$ cat src/rtl/d5m_pkg.sv
// d5m_pkg: shared D5M pixel-interface types, shared by the pattern source and the capture side.
package d5m_pkg;

    typedef enum logic [2:0] {IDLE, FV_LEAD, LINE, HBLANK, FV_TRAIL, VBLANK} state_t;

    localparam logic [1:0] MODE_CONST = 2'd0;
    localparam logic [1:0] MODE_HRAMP = 2'd1;
    localparam logic [1:0] MODE_VRAMP = 2'd2;
    localparam logic [1:0] MODE_BARS  = 2'd3;

    // Bayer site indexed by {row[0], col[0]}
    typedef enum logic [1:0] {SITE_GR = 2'b00, SITE_R = 2'b01, SITE_B = 2'b10, SITE_GB = 2'b11} site_t;

    typedef logic [11:0] sample_t;

    function automatic sample_t bar_sample(input logic [2:0] bar, input site_t site);
        return {12{site == SITE_R ? bar[2] : site == SITE_B ? bar[0] : bar[1]}};
    endfunction

endpackage

$ cat src/rtl/d5m_pattern_tx_pixel_gen.sv
// d5m_pixel_gen: registered test-pattern sample generator, fed with next-cycle coordinates
// so its output register lines up with the oLVAL register.
module d5m_pixel_gen
    import d5m_pkg::*;
(
    input  logic        iCLK,
    input  logic        iRST,
    input  logic        lval,
    input  logic [1:0]  mode,
    input  sample_t     cval,
    input  logic [10:0] x,
    input  logic [10:0] y,
    input  logic [2:0]  bar,
    output sample_t     data
);

    sample_t data_n;

    always_comb
        data_n = !lval               ? 12'h000 :
                 mode == MODE_CONST  ? cval :
                 mode == MODE_HRAMP  ? {x, 1'b0} :
                 mode == MODE_VRAMP  ? {y, 1'b0} :
                 bar_sample(bar, site_t'({y[0], x[0]}));

    always_ff @(posedge iCLK or posedge iRST)
        if (iRST) data <= '0;
        else      data <= data_n;

endmodule

$ cat src/rtl/d5m_pattern_tx.sv
// d5m_pattern_tx: deterministic D5M-style raster source (FVAL/LVAL framing + 12-bit Bayer samples).
// Next-state values are computed combinationally so the sample generator sees them in step.
module d5m_pattern_tx
    import d5m_pkg::*;
#(
    parameter int H_ACTIVE = 1280,
    parameter int H_BLANK  = 16,
    parameter int V_ACTIVE = 960,
    parameter int FV_TO_LV = 4,
    parameter int LV_TO_FV = 4,
    parameter int V_BLANK  = 64
) (
    input  logic        iCLK,
    input  logic        iRST,
    input  logic        iStart,
    input  logic        iFreeRun,
    input  logic [1:0]  iMode,
    input  logic [11:0] iConst,
    output logic        oFVAL,
    output logic        oLVAL,
    output logic [11:0] oDATA,
    output logic [10:0] oX,
    output logic [10:0] oY,
    output logic        oBusy,
    output logic        oFrameDone,
    output logic [15:0] oFrameCnt
);

    localparam logic [10:0] X_LAST = 11'(H_ACTIVE - 1);
    localparam logic [10:0] Y_LAST = 11'(V_ACTIVE - 1);
    localparam logic [10:0] B_LAST = 11'(H_ACTIVE / 8 - 1);

    state_t      state, state_n;
    logic [15:0] tmr, tmr_n;
    logic [10:0] x_n, y_n, barc, barc_n;
    logic [2:0]  bar, bar_n;
    logic        fval_n, lval_n, busy_n, done_n, latch;
    logic [1:0]  mode;
    sample_t     cval;

    always_comb begin
        state_n = state;
        tmr_n   = tmr - 16'd1;
        x_n     = oX;
        y_n     = oY;
        barc_n  = barc;
        bar_n   = bar;
        fval_n  = oFVAL;
        lval_n  = oLVAL;
        busy_n  = oBusy;
        done_n  = 1'b0;
        latch   = 1'b0;
        case (state)
            IDLE:
                if (iStart || iFreeRun) begin
                    state_n = FV_LEAD;
                    tmr_n   = 16'(FV_TO_LV - 1);
                    fval_n  = 1'b1;
                    busy_n  = 1'b1;
                    latch   = 1'b1;
                end
            FV_LEAD:
                if (tmr == 16'd0) begin
                    state_n = LINE;
                    lval_n  = 1'b1;
                    x_n     = '0;
                    barc_n  = '0;
                    bar_n   = '0;
                end
            LINE:
                if (oX == X_LAST) begin
                    state_n = HBLANK;
                    lval_n  = 1'b0;
                    x_n     = '0;
                    tmr_n   = 16'(H_BLANK - 1);
                end else begin
                    x_n    = oX + 11'd1;
                    barc_n = barc == B_LAST ? 11'd0 : barc + 11'd1;
                    bar_n  = barc == B_LAST ? bar + 3'd1 : bar;
                end
            HBLANK:
                if (tmr == 16'd0) begin
                    if (oY != Y_LAST) begin
                        state_n = LINE;
                        lval_n  = 1'b1;
                        y_n     = oY + 11'd1;
                        x_n     = '0;
                        barc_n  = '0;
                        bar_n   = '0;
                    end else begin
                        state_n = FV_TRAIL;
                        tmr_n   = 16'(LV_TO_FV - 1);
                    end
                end
            FV_TRAIL:
                if (tmr == 16'd0) begin
                    state_n = VBLANK;
                    fval_n  = 1'b0;
                    done_n  = 1'b1;
                    y_n     = '0;
                    tmr_n   = 16'(V_BLANK - 1);
                end
            VBLANK:
                if (tmr == 16'd0) begin
                    if (iFreeRun) begin
                        state_n = FV_LEAD;
                        tmr_n   = 16'(FV_TO_LV - 1);
                        fval_n  = 1'b1;
                        latch   = 1'b1;
                    end else begin
                        state_n = IDLE;
                        busy_n  = 1'b0;
                    end
                end
            default: state_n = IDLE;
        endcase
    end

    always_ff @(posedge iCLK or posedge iRST)
        if (iRST) begin
            state      <= IDLE;
            tmr        <= '0;
            oX         <= '0;
            oY         <= '0;
            barc       <= '0;
            bar        <= '0;
            oFVAL      <= 1'b0;
            oLVAL      <= 1'b0;
            oBusy      <= 1'b0;
            oFrameDone <= 1'b0;
            oFrameCnt  <= '0;
            mode       <= MODE_CONST;
            cval       <= '0;
        end else begin
            state      <= state_n;
            tmr        <= tmr_n;
            oX         <= x_n;
            oY         <= y_n;
            barc       <= barc_n;
            bar        <= bar_n;
            oFVAL      <= fval_n;
            oLVAL      <= lval_n;
            oBusy      <= busy_n;
            oFrameDone <= done_n;
            if (done_n) oFrameCnt <= oFrameCnt + 16'd1;
            if (latch) begin
                mode <= iMode;
                cval <= iConst;
            end
        end

    d5m_pixel_gen u_pixel_gen (
        .iCLK (iCLK),
        .iRST (iRST),
        .lval (lval_n),
        .mode (mode),
        .cval (cval),
        .x    (x_n),
        .y    (y_n),
        .bar  (bar_n),
        .data (oDATA)
    );

endmodule

$ cat config.mk
export PLATFORM = sky130hd
export DESIGN_NAME = d5m_pattern_tx
export DESIGN_NICKNAME = d
export VERILOG_FILES = /design/src/rtl/d5m_pkg.sv /design/src/rtl/d5m_pattern_tx_pixel_gen.sv /design/src/rtl/d5m_pattern_tx.sv
export SDC_FILE = /design/constraint.sdc
export NUM_CORES = 1
export LEC_CHECK = 0
export CORE_MARGIN = 10
export CORE_UTILIZATION = 50
export DETAILED_ROUTE_END_ITERATION = 6
export PLACE_DENSITY = 0.74
export SETUP_SLACK_MARGIN = 0.4
export SYNTH_ARGS = -nofsm -noshare
export SYNTH_HDL_FRONTEND = slang
export SYNTH_HIERARCHICAL = 1
export SYNTH_SLANG_ARGS = --single-unit
$ cat constraint.sdc
create_clock -name iCLK -period 4 [get_ports iCLK]
set_input_delay 0.4 -clock iCLK [delete_from_list [all_inputs] [get_ports iCLK]]
set_output_delay 0.4 -clock iCLK [all_outputs]
set_load 0.005 [all_outputs]
Word level (Yosys, flattened, before mapping)
Cells that the tools add are included.
- flip-flop bits (word level): 101
- input bits: 18
- muxes and demuxes: 63
- reduce and logical (&&, ||, !) cells: 11
- equal/unequal tests: 22
- add/sub/neg operators: 6
- operators with widths (cell ; count):
    two-way mux 11 bit ; 12
    two-way mux 16 bit ; 7
    one-hot mux 16 bit (5 select lines) ; 1
    one-hot mux 11 bit (3 select lines) ; 2
    two-way mux 12 bit ; 4
    two-way mux 3 bit ; 12
    adder 11 x 1 -> 11 bit, second input constant ; 3
    one-hot mux 11 bit (2 select lines) ; 1
    != test 2 bit, second input constant ; 10
    two-way mux 1 bit ; 18
    one-hot mux 3 bit (6 select lines) ; 1
    adder 16 x 1 -> 16 bit, second input constant ; 1
    zero test 16 bit ; 1
    subtractor 16 x 1 -> 16 bit, second input constant ; 1
    == test 11 bit, second input constant ; 1
    == test 11 x 8 -> 1 bit, second input constant ; 1
    != test 11 x 10 -> 1 bit, second input constant ; 1
    AND reduction 5 bit ; 2
    one-hot mux 3 bit (3 select lines) ; 1
    == test 3 x 2 -> 1 bit, second input constant ; 2
    == test 3 bit, second input constant ; 2
    one-hot mux 1 bit (3 select lines) ; 2
    AND reduction 6 bit ; 1
    nonzero test 3 bit ; 2
    other kinds (10) ; 13

Longest topological paths before layout
Gate-level depths: netlist (run 1).
- depth in word-level cells: 11
- depth in mapped cells: 12
- gate-level depth less buffers: 10

Hierarchy
Netlist (run 1), hierarchy kept.
- by module, submodules not included (module ; times used ; area an instance (um2) ; sequential area each (um2) ; cells an instance):
    d5m_pattern_tx ; 1 ; 4559.4 ; 2227.1 ; 464
    d5m_pixel_gen ; 1 ; 715.7 ; 300.3 ; 63

Worst setup path after synthesis (run 1)
OpenSTA, ideal clock, no wires.
- path kind: register to register
- start point: reg tmr[6]
- end point: reg u_pixel_gen.data[5]
- buffers on the path: 3
- setup time: 0.119 ns
- slack: 0.815 ns
- arrival: 3.067 ns
- data required time: 3.881 ns
- cell stages (with the launch flop): 11
- cells stage by stage: dfrtp_1 -> or4_1 -> buf_2 -> nor4_2 -> clkbuf_1 -> o21ai_0 -> mux2_2 -> mux2_4 -> a22o_2 -> buf_6 -> o21a_1
- word-level cells in the longest chain between the ends: 10
- elaborated cells on any way between the ends: 21
- classes of those cells: eq/ne (2); mux (18); reduce/logical (1)
- ends and longest elaborated chain (what ; line ; text):
    start: declaration ; d5m_pattern_tx.sv:34 ; logic [15:0] tmr, tmr_n;
    start signal: assignment ; d5m_pattern_tx.sv:136 ; tmr <= tmr_n;
    zero test 16 bit * ; d5m_pattern_tx.sv:82, d5m_pattern_tx.sv:96 ;
    two-way mux 11 bit, on equally long branches ; d5m_pattern_tx.sv:96, d5m_pattern_tx.sv:82 ;
    one-hot mux 11 bit (2 select lines) * ; d5m_pattern_tx.sv:53 ; case (state)
    net y_n[0] ; d5m_pattern_tx.sv:35 ; logic [10:0] x_n, y_n, barc, barc_n;
    == test 2 bit ; d5m_pkg.sv:17 ; return {12{site == SITE_R ? bar[2] : site == SITE_B ? bar[0] : bar[1]}};
    two-way mux 1 bit ; d5m_pkg.sv:17 ;
    two-way mux 1 bit * ; d5m_pkg.sv:17 ;
    two-way mux 12 bit * ; d5m_pattern_tx_pixel_gen.sv:23 ; mode == MODE_VRAMP ? {y, 1'b0} :
    two-way mux 12 bit * ; d5m_pattern_tx_pixel_gen.sv:22 ; mode == MODE_HRAMP ? {x, 1'b0} :
    two-way mux 12 bit * ; d5m_pattern_tx_pixel_gen.sv:21 ; mode == MODE_CONST ? cval :
    two-way mux 12 bit * ; d5m_pattern_tx_pixel_gen.sv:20 ; data_n = !lval ? 12'h000 :
    net u_pixel_gen.data_n[5] ; d5m_pattern_tx_pixel_gen.sv:17 ; sample_t data_n;
    end signal: assignment ; d5m_pattern_tx_pixel_gen.sv:28 ; else data <= data_n;
    end: declaration ; d5m_pattern_tx_pixel_gen.sv:14 ; output sample_t data
Mark *: on every way through the listed nets, which the timed path passes. The rest lies on a longest branch.
A chain may end at the register's enable or synchronous reset.

Worst setup path in the final report (run 1)
- start point: reg tmr[0]
- end point: reg u_pixel_gen.data[3]
The elaborated chain is that of the path after synthesis.

==> results of run 1 <==
## power by group through the flow
stage	clock [W]	sequential (W)	combinational [W]
floorplan	0	0.00132	0.000788
global placement	0	0.00141	0.000994
detailed placement	0	0.00142	0.00103
CTS	0.000618	0.00140	0.00104
global route	0.000662	0.00144	0.00115
finish	0.000606	0.00141	0.00105
## cells in the final DEF (no fill, tap or decap), drive strengths merged, types with 8 or more instances in the layout
cell,count
a21oi,17
a31oi,11
and3,10
buf,12
clkbuf,9
clkdlybuf4s50,71
dfrtp,101
inv,13
mux2,20
mux2i,12
nand2,50
nand3,19
nand4,10
nor2,42
nor3,17
nor4,8
o21a,13
o21ai,37
o2bb2ai,13
o31ai,8
xnor2,21
## metrics by stage
step | hold slack [ns] | area [µm²] | power [W]
2_1_floorplan | 0.265 | 5280 | 0.00211
3_3_place_gp | 0.460 | 6130 | 0.00241
3_5_place_dp | 0.465 | 6130 | 0.00245
4_1_cts | 0.369 | 6310 | 0.00306
5_1_grt | 0.394 | 6320 | 0.00325
6_report | 0.362 | 6320 | 0.00306
## cells by family (layout without fill, tap and decap cells)
kind of cell	count (synthesis)	count (layout)	synth area share, %
multiplexers	32	32	6.69
AND/OR/NAND/NOR	198	198	20.2
XOR/XNOR	28	28	4.65
AO/OA/AOI/OAI	127	127	16.0
flip-flops	101	101	47.9
buffers and inverters	34	110	2.92
adder cells (fa/ha/maj)	7	7	1.66
## worst reg2reg max path, stage by stage, from the launching register on
cell and delay (ns):
dfrtp_1 0.42, inv_1 0.11, ha_1 0.16, or3b_2 0.49, or4_4 0.62, nor3_4 0.33, mux2_2 0.29, mux2_4 0.32
a22o_2 0.34, o21a_1 0.22
## layer usage
layer / wire (µm) / up-vias / global-route usage, %
met5: 0 / - / 0
met4: 319 / 0 / 6.48
met3: 974 / 25 / 4.18
met2: 6260 / 175 / 27.7
met1: 5760 / 2163 / 23.9
li1: - / 2082 / -
## cell type report
type	instances	area [µm²]	area share, %
clock inverter	7	56.3	0.891
multi-input combinational	392	2600	41.1
sequential	101	2530	40.0
clock buffer	9	124	1.96
inverter	11	42.5	0.673
tap	136	170	2.69
timing repair buffer	83	801	12.7
## worst min-delay path by stage
stage	startpoint	end	slack, ns	cells after the start
after floorplan	iRST	u_pixel_gen/data[0]	0.26	1
after global placement	oFrameCnt[15]	oFrameCnt[15]	0.46	1
after detailed placement	oFrameCnt[15]	oFrameCnt[15]	0.46	1
after CTS	iRST	u_pixel_gen/data[6]	0.37	2
after global routing	iRST	u_pixel_gen/data[7]	0.39	2
final	iRST	u_pixel_gen/data[6]	0.36	2
## flip-flops by register name, summed over array words and instances, names as in the netlist
register          flops
oFrameCnt            16
tmr                  16
cval                 12
u_pixel_gen/data     12
barc                 11
oX                   11
oY                   11
bar                   3
state                 3
mode                  2
oBusy                 1
oFVAL                 1
oFrameDone            1
oLVAL                 1
==> out/qor.yml, run 1 <==
outcome: "finished, final reports clean"
cp_num_buf_inv: 1
place_hpwl_mm: 9.93
reg2reg_to: "u_pixel_gen/data[3]"
r2r_cells: 9
power_leakage_nw: 2.65
max_freq_mhz: 295
fin_cells: 739
ys_warn_count: 6
cts_hold_buf: 0
p_switching_w: 0.00114
power_density_mw_per_mm2: 484
die_x_um: 123
combPwrFrac_pct: 34.2
r2r_start: "tmr[0]"
ys_types: 58
cts_buffers: 9
ys.flop_type: "dfrtp_1"
via_count: 4445
critPathCapture: "u_pixel_gen/data[3]"
p_int_w: 0.00192
syn_area_per_cell_um2: 10.0
synth_edf_count: 0
rrSetupSlack_ns: 0.61
cp-startpoint: "tmr[0]"
power_frac_clock_pct: 19.8
overflow: 0
crit_type: "reg -> reg"
slew_violations: 0
viasPerCell: 6.01
hold_class: "in -> async"
ir_drop_mv: 0.398
clock-sinks: 101
hold_viol: 0
drt-total-wl_mm: 13.3
yosys.area.top_type: "dfrtp_1"
cap_viol_max_count: 0
rows: 37
synth_top_cells_by_count: "dfrtp_1, nand2_1, nor2_1"
drive_gt1_share_pct: 10.9
clk_pin_slew_ns: 0.11
nFillCells: 853
critPathMaxStageDelay_ns: 0.62
drc: 0
clk_latency_ns: 0.37
ys_ff_latch: 101
antenna_found_initial: 0
pre_cts_ws_ns: 0.640
yosys-top-cells-area: "dfrtp_1, mux2_2, nand2_1, o21ai_0, xnor2_1"
arrival_ns: 3.66
setup_violations: 0
crit_cells: 9
grt_util_all_layers_pct: 17.9
grt_pass1_vias: 4241
grt_pass1_wl_mm: 21.8
worst_pin_slew_ns: 0.777
post_drt_wl_per_cell_um: 18.0
crit_slowest_cell: "or4_4"
die_area_mm2: 0.0151
synth_area_mm2: 0.00528
numPortBuffers: 71
ios: 72
die_h_um: 123
yosysMostFrequentCell: "dfrtp_1"
tns_ns: 0
switching_share_pct: 37.3
cp-end-kind: "register"
cp_max_fo: 11
gp_congestion: 0.886
power_frac_seq_pct: 46.0
post-route-period-util_pct: 84.8
critPathTopFamily: "simple AND/OR/NAND/NOR gates"
setup_ws_ns: 0.607
post-route-util_pct: 61.2
final_antenna_net_count: 0
skew_ns: 0.0149
htreeDepth: 3
period_minus_slack_ns: 3.39
ys_seq_area_share_pct: 47.9
syn_nets: 552
area_growth_pct: 19.9
start_util_pct: 51.1
postCtsSetupRepairBufs: 0
path_cells: "inv_1, ha_1, or3b_2, or4_4, nor3_4, mux2_2, mux2_4, a22o_2, o21a_1"
maxSlewHeadroom_pct: 47.7
synth_top_area_share_pct: 47.9
async_reset_ff_share_pct: 100
start_kind: "register"
dpl.cell_count: 723
cts_tree: "yes"
grt_max_degree: 34
final_nets: 623
n_antenna_cell: 0
fp.coreArea_mm2: 0.0103
cts_resized: 0
synthCells: 527
rsz0062_at_grt: "false"
cts_max_path_buffers: 2
drtIter0Drc: 385
cp_data_required_time_ns: 4.27
drt_pass1_iterations: 7
clockRootBuffer: "clkbuf_8"
Note: power is estimated with default switching activity, not from simulation.
==> run 2: changes to the inputs <==
--- a/config.mk
+++ b/config.mk
@@ -8,7 +8,7 @@
 export CORE_MARGIN = 10
 export CORE_UTILIZATION = 50
 export DETAILED_ROUTE_END_ITERATION = 6
-export PLACE_DENSITY = 0.74
+export PLACE_DENSITY = 0.77
 export SETUP_SLACK_MARGIN = 0.4
 export SYNTH_ARGS = -nofsm -noshare
 export SYNTH_HDL_FRONTEND = slang
==> constraint.sdc (replaced) <==
create_clock -name iCLK -period 3.07 [get_ports iCLK]
set_input_delay 0.307 -clock iCLK [delete_from_list [all_inputs] [get_ports iCLK]]
set_output_delay 0.307 -clock iCLK [all_outputs]
set_load 0.005 [all_outputs]
==> out/qor.yml, run 2 (synthesis gave the netlist of run 1 again) <==
crit_slowest_cell: "or4_4"
clk_latency_ns: 0.36  # about the same
post_drt_wl_per_cell_um: 18.1  # +0.30%
layout_commonest_cell: "dfrtp_1"
final_antenna_net_count: 0  # unchanged
rsz0062_at_grt: "true"
clk_pin_slew_ns: 0.10  # about the same
place_hpwl_mm: 10.0  # +1.1%
ios: 72  # unchanged
power_frac_seq_pct: 43.3  # -2.7 points
grt_max_degree: 69  # +100%
p_switching_w: 0.00148  # +29%
drt_pass1_iterations: 5  # -2
cp-end-kind: "register"
power_leakage_nw: 2.81  # +6.1%
htreeDepth: 3  # unchanged
worst_pin_slew_ns: 0.752  # -0.0253 ns
clockRootBuffer: "clkbuf_8"
p_int_w: 0.00267  # +39%
crit_cells: 7  # -2
switching_share_pct: 35.7  # -1.7 points
skew_ns: 0.0155  # +0.000548 ns
cts_max_path_buffers: 2  # unchanged
area_growth_pct: 25.3
drtIter0Drc: 405  # +5.2%
combPwrFrac_pct: 36.2  # +2.0 points
power_density_mw_per_mm2: 627  # +30%
viasPerCell: 5.93  # -1.4%
cp_max_fo: 6  # -5
ir_drop_mv: 0.405  # +1.8%
largestRegisters: "oFrameCnt (16), tmr (16)"
cts_buffers: 9  # unchanged
drc: 0  # unchanged
maxSlewHeadroom_pct: 49.9  # +2.2 points
gp_congestion: 0.899  # +1.5%
antenna_found_initial: 0  # unchanged
start_kind: "register"
cts_tree: "yes"
r2r_cells: 7  # -2
critPathMaxStageDelay_ns: 0.59  # -0.03 ns
period_minus_slack_ns: 2.90  # -0.496 ns
overflow: 0  # unchanged
drt-total-wl_mm: 13.8  # +3.6%
grt_util_all_layers_pct: 18.6  # +0.75 points
rows: 37  # unchanged
critPathTopFamily: "simple AND/OR/NAND/NOR gates"
dpl.cell_count: 738  # +2.1%
crit_type: "reg -> reg"
via_count: 4525  # +1.8%
clock-sinks: 101  # unchanged
hold_class: "in -> async"
cap_viol_max_count: 0  # unchanged
hold_viol: 0  # unchanged
die_area_mm2: 0.0151  # unchanged
final_cell_mix: "dfrtp_1, clkdlybuf4s50_1, nand2_1, nor2_1, buf_4"
cts_hold_buf: 0  # unchanged
numPortBuffers: 71  # unchanged
fp.coreArea_mm2: 0.0103  # unchanged
n_antenna_cell: 0  # unchanged
slew_violations: 0  # unchanged
outcome: "finished, final reports clean"
drive_gt1_share_pct: 16.3  # +5.3 points
max_freq_mhz: 345  # +17%
path_cells: "or4_4, or4_4, nor3_4, mux2_4, mux2_4, a22o_4, o21a_1"
arrival_ns: 3.15  # -0.51 ns
power_frac_clock_pct: 20.5  # +0.7 points
post-route-period-util_pct: 94.4  # +9.5 points
die_h_um: 123  # unchanged
grt_pass1_vias: 4557  # +7.5%
start_util_pct: 51.1  # unchanged
grt_pass1_wl_mm: 22.7  # +4.4%
tns_ns: 0  # unchanged
setup_violations: 0  # unchanged
final_nets: 647  # +3.9%
cp_data_required_time_ns: 3.32  # -0.95 ns
fin_cells: 763  # +3.2%
cp_num_buf_inv: 0  # -1
die_x_um: 123  # unchanged
run 2: cell types whose count changed in the layout (fill, tap and decap cells not counted), moves of 2 or more:
cell | before | now
buf_4 | 12 | 33
inv_1 | 10 | 8
inv_2 | 0 | 2
inv_6 | 3 | 1
o21ai_0 | 37 | 30
o21ai_1 | 0 | 6
or4_1 | 6 | 4
or4_4 | 1 | 3
run 2: final timing paths:
| check | startpoint | end | slack [ns] |
|---|---|---|---|
| setup / recovery | tmr[7] | u_pixel_gen/data[3] | 0.17 |
| hold / removal | iRST | oX[7] | 0.27 |
| setup reg to reg | tmr[7] | u_pixel_gen/data[3] | 0.17 |
| hold reg to reg | oFrameCnt[15] | oFrameCnt[15] | 0.47 |
| max in group asynchronous | iRST | oFrameCnt[10] | 2.10 |
| min in group iCLK | oFrameCnt[15] | oFrameCnt[15] | 0.47 |
run 2: layer usage:
| metal | GRT usage, % | vias up | wire, µm |
|---|---|---|---|
| met5 | 0 | - | 0 |
| met1 | 24.0 | 2190 | 5910 |
| met4 | 6.63 | 0 | 354 |
| li1 | - | 2131 | - |
| met3 | 4.64 | 34 | 1000 |
| met2 | 29.8 | 170 | 6520 |
run 2: power by group through the flow:
stage	logic [W]	registers, W	clock network (W)
global route	0.00163	0.00183	0.000920
finish	0.00150	0.00179	0.000847
floorplan	0.00107	0.00172	0
detailed placement	0.00144	0.00183	0
CTS	0.00147	0.00179	0.000866
global placement	0.00140	0.00182	0
run 2: final cells by class:
class | instances | area (µm²)
fill | 821 | 3710
multi-input combinational | 393 | 2680
sequential | 101 | 2530
timing repair buffer | 106 | 990
tap | 136 | 170
clock buffer | 9 | 124
clock inverter | 7 | 75.1
inverter | 11 | 42.5
run 2: per-stage QoR:
stage | util [%] | setup slack [ns] | power (W) | hold slack (ns) | cell area, µm²
floorplan | - | 0.00299 | 0.00279 | 0.172 | 5310
global placement | 60.8 | 0.113 | 0.00322 | 0.460 | 6270
detailed placement | 60.8 | 0.105 | 0.00327 | 0.465 | 6270
CTS | 63.4 | 0.207 | 0.00412 | 0.274 | 6540
global route | 64.0 | 0.118 | 0.00438 | 0.285 | 6610
finish | 64.0 | 0.173 | 0.00414 | 0.268 | 6610
run 2: timing repair:
action                                  in CTS  in global routing
setup buffers                                5                  3
resized for setup                            9                 15
endpoints found under the setup margin      13                 26
pin swaps                                    2                  5
cloned                                       1                  0
==> run 3: changes to the inputs <==
--- a/config.mk
+++ b/config.mk
@@ -8,8 +8,10 @@
 export CORE_MARGIN = 10
 export CORE_UTILIZATION = 50
 export DETAILED_ROUTE_END_ITERATION = 6
+export GPL_ROUTABILITY_DRIVEN = 0
 export PLACE_DENSITY = 0.77
 export SETUP_SLACK_MARGIN = 0.4
+export SKIP_CTS_REPAIR_TIMING = 1
 export SYNTH_ARGS = -nofsm -noshare
 export SYNTH_HDL_FRONTEND = slang
 export SYNTH_HIERARCHICAL = 1
==> out/qor.yml, run 3 (synthesis gave the netlist of run 1 again) <==
critPathTopFamily: "simple AND/OR/NAND/NOR gates"
rsz0062_at_grt: "true"
crit_slowest_cell: "or4_4"
power_frac_clock_pct: 21.5  # +1.0 points
cp_data_required_time_ns: 3.39  # +0.07 ns
final_cell_mix: "dfrtp_1, clkdlybuf4s50_1, nand2_1, nor2_1, o21ai_0"
arrival_ns: 3.22  # +0.07 ns
power_frac_seq_pct: 43.1  # -0.2 points
path_cells: "or4_4, or4_4, or4_1, nand2_1, a22o_1, mux2i_1, o2bb2ai_1, o21a_1"
p_int_w: 0.00274  # +2.9%
n_antenna_cell: 0  # unchanged
rows: 37  # unchanged
clk_latency_ns: 0.37  # about the same
switching_share_pct: 35.3  # -0.40 points
multi_input_area_mm2: 0.00265  # -1.2%
maxSlewHeadroom_pct: 48.9  # -1.0 points
skew_ns: 0.0119  # -0.00355 ns
drive_gt1_share_pct: 14.2  # -2.1 points
grt_pass1_vias: 4382  # -3.8%
outcome: "finished, final reports clean"
fp.coreArea_mm2: 0.0103  # unchanged
die_x_um: 123  # unchanged
numPortBuffers: 71  # unchanged
cpMostUsedCell: "or4_4"
start_kind: "register"
worst_pin_slew_ns: 0.767  # +0.0155 ns
grt_pass1_wl_mm: 21.9  # -3.6%
clock-sinks: 101  # unchanged
max_freq_mhz: 345  # -0.11%
hold_class: "in -> async"
htreeDepth: 3  # unchanged
antenna_found_initial: 0  # unchanged
layout_commonest_cell: "dfrtp_1"
hold_viol: 0  # unchanged
slew_violations: 0  # unchanged
cts_max_path_buffers: 2  # unchanged
overflow: 0  # unchanged
cp-end-kind: "register"
nFillCells: 803  # -2.2%
post_drt_wl_per_cell_um: 18.2  # +0.96%
drtIter0Drc: 323  # -20%
cts_buffers: 9  # unchanged
setup_violations: 0  # unchanged
crit_type: "reg -> reg"
drt-total-wl_mm: 13.8  # -0.10%
die_area_mm2: 0.0151  # unchanged
drc: 0  # unchanged
start_util_pct: 51.1  # unchanged
combPwrFrac_pct: 35.4  # -0.8 points
grt_util_all_layers_pct: 18.0  # -0.62 points
ir_drop_mv: 0.422  # +4.4%
p_switching_w: 0.00149  # +1.1%
clk_pin_slew_ns: 0.10  # about the same
power_density_mw_per_mm2: 648  # +3.4%
clockRootBuffer: "clkbuf_8"
cp_max_fo: 6  # unchanged
seq_area_mm2: 0.00253  # unchanged
cap_viol_max_count: 0  # unchanged
cp_num_buf_inv: 0  # unchanged
area_growth_pct: 24.0
power_leakage_nw: 2.78  # -1.2%
grt_max_degree: 36  # -48%
fin_cells: 755  # -1.0%
viasPerCell: 5.94  # +0.21%
cts_tree: "yes"
tns_ns: 0  # unchanged
final_antenna_net_count: 0  # unchanged
post-route-period-util_pct: 94.5  # +0.10 points
largestRegisters: "oFrameCnt (16), tmr (16)"
via_count: 4487  # -0.84%
die_h_um: 123  # unchanged
period_minus_slack_ns: 2.90  # +0.00317 ns
drt_pass1_iterations: 5  # unchanged
dpl.cell_count: 738  # unchanged
place_hpwl_mm: 10.1  # +0.95%
critPathMaxStageDelay_ns: 0.62  # +0.03 ns
final_nets: 640  # -1.1%
ios: 72  # unchanged
[run 3: path summary, 6_finish.rpt]
kind	startpoint	to	slack, ns	cells after the start
max	tmr[7]	u_pixel_gen/data[11]	0.17	8
min	iRST	u_pixel_gen/data[6]	0.27	2
max reg2reg	tmr[7]	u_pixel_gen/data[11]	0.17	8
min reg2reg	oFrameCnt[15]	oFrameCnt[15]	0.48	1
max in group asynchronous	iRST	barc[9]	1.96	3
min in group iCLK	oFrameCnt[15]	oFrameCnt[15]	0.48	1
[run 3: layer usage]
metal | global-route usage (%) | share of wire (%) | wire, µm | up-vias
met3 | 4.55 | 7.2 | 994 | 26
met1 | 22.7 | 43 | 5920 | 2199
met2 | 29.6 | 48 | 6620 | 150
met4 | 5.74 | 1.8 | 246 | 0
met5 | 0 | 0 | 0 | -
li1 | - | - | - | 2112
[run 3: layout make-up]
type                            count  area share [%]
Clock buffer                        9            1.89
Sequential cell                   101            38.7
Inverter                           11           0.651
Clock inverter                      6            1.36
Tap cell                          136            2.60
Multi-Input combinational cell    393            40.5
Timing Repair Buffer               99            14.3
[run 3: power groups by stage]
stage / Sequential (W) / Clock (W) / Combinational (W)
after floorplan: 0.00172 / 0 / 0.00107
after global placement: 0.00183 / 0 / 0.00139
after detailed placement: 0.00184 / 0 / 0.00144
after CTS: 0.00182 / 0.000930 / 0.00145
after global routing: 0.00187 / 0.000977 / 0.00163
final: 0.00183 / 0.000913 / 0.00150
[run 3: per-stage QoR]
| step | total power, W | hold WS (ns) | setup slack [ns] | cell area [µm²] | utilization [%] |
|---|---|---|---|---|---|
| 2_1_floorplan | 0.00279 | 0.172 | 0.00299 | 5310 | - |
| 3_3_place_gp | 0.00321 | 0.459 | 0.109 | 6270 | 60.8 |
| 3_5_place_dp | 0.00328 | 0.476 | 0.0258 | 6270 | 60.8 |
| 4_1_cts | 0.00419 | 0.279 | -0.000767 | 6490 | 62.8 |
| 5_1_grt | 0.00447 | 0.298 | 0.0880 | 6540 | 63.3 |
| 6_report | 0.00424 | 0.266 | 0.170 | 6540 | 63.3 |
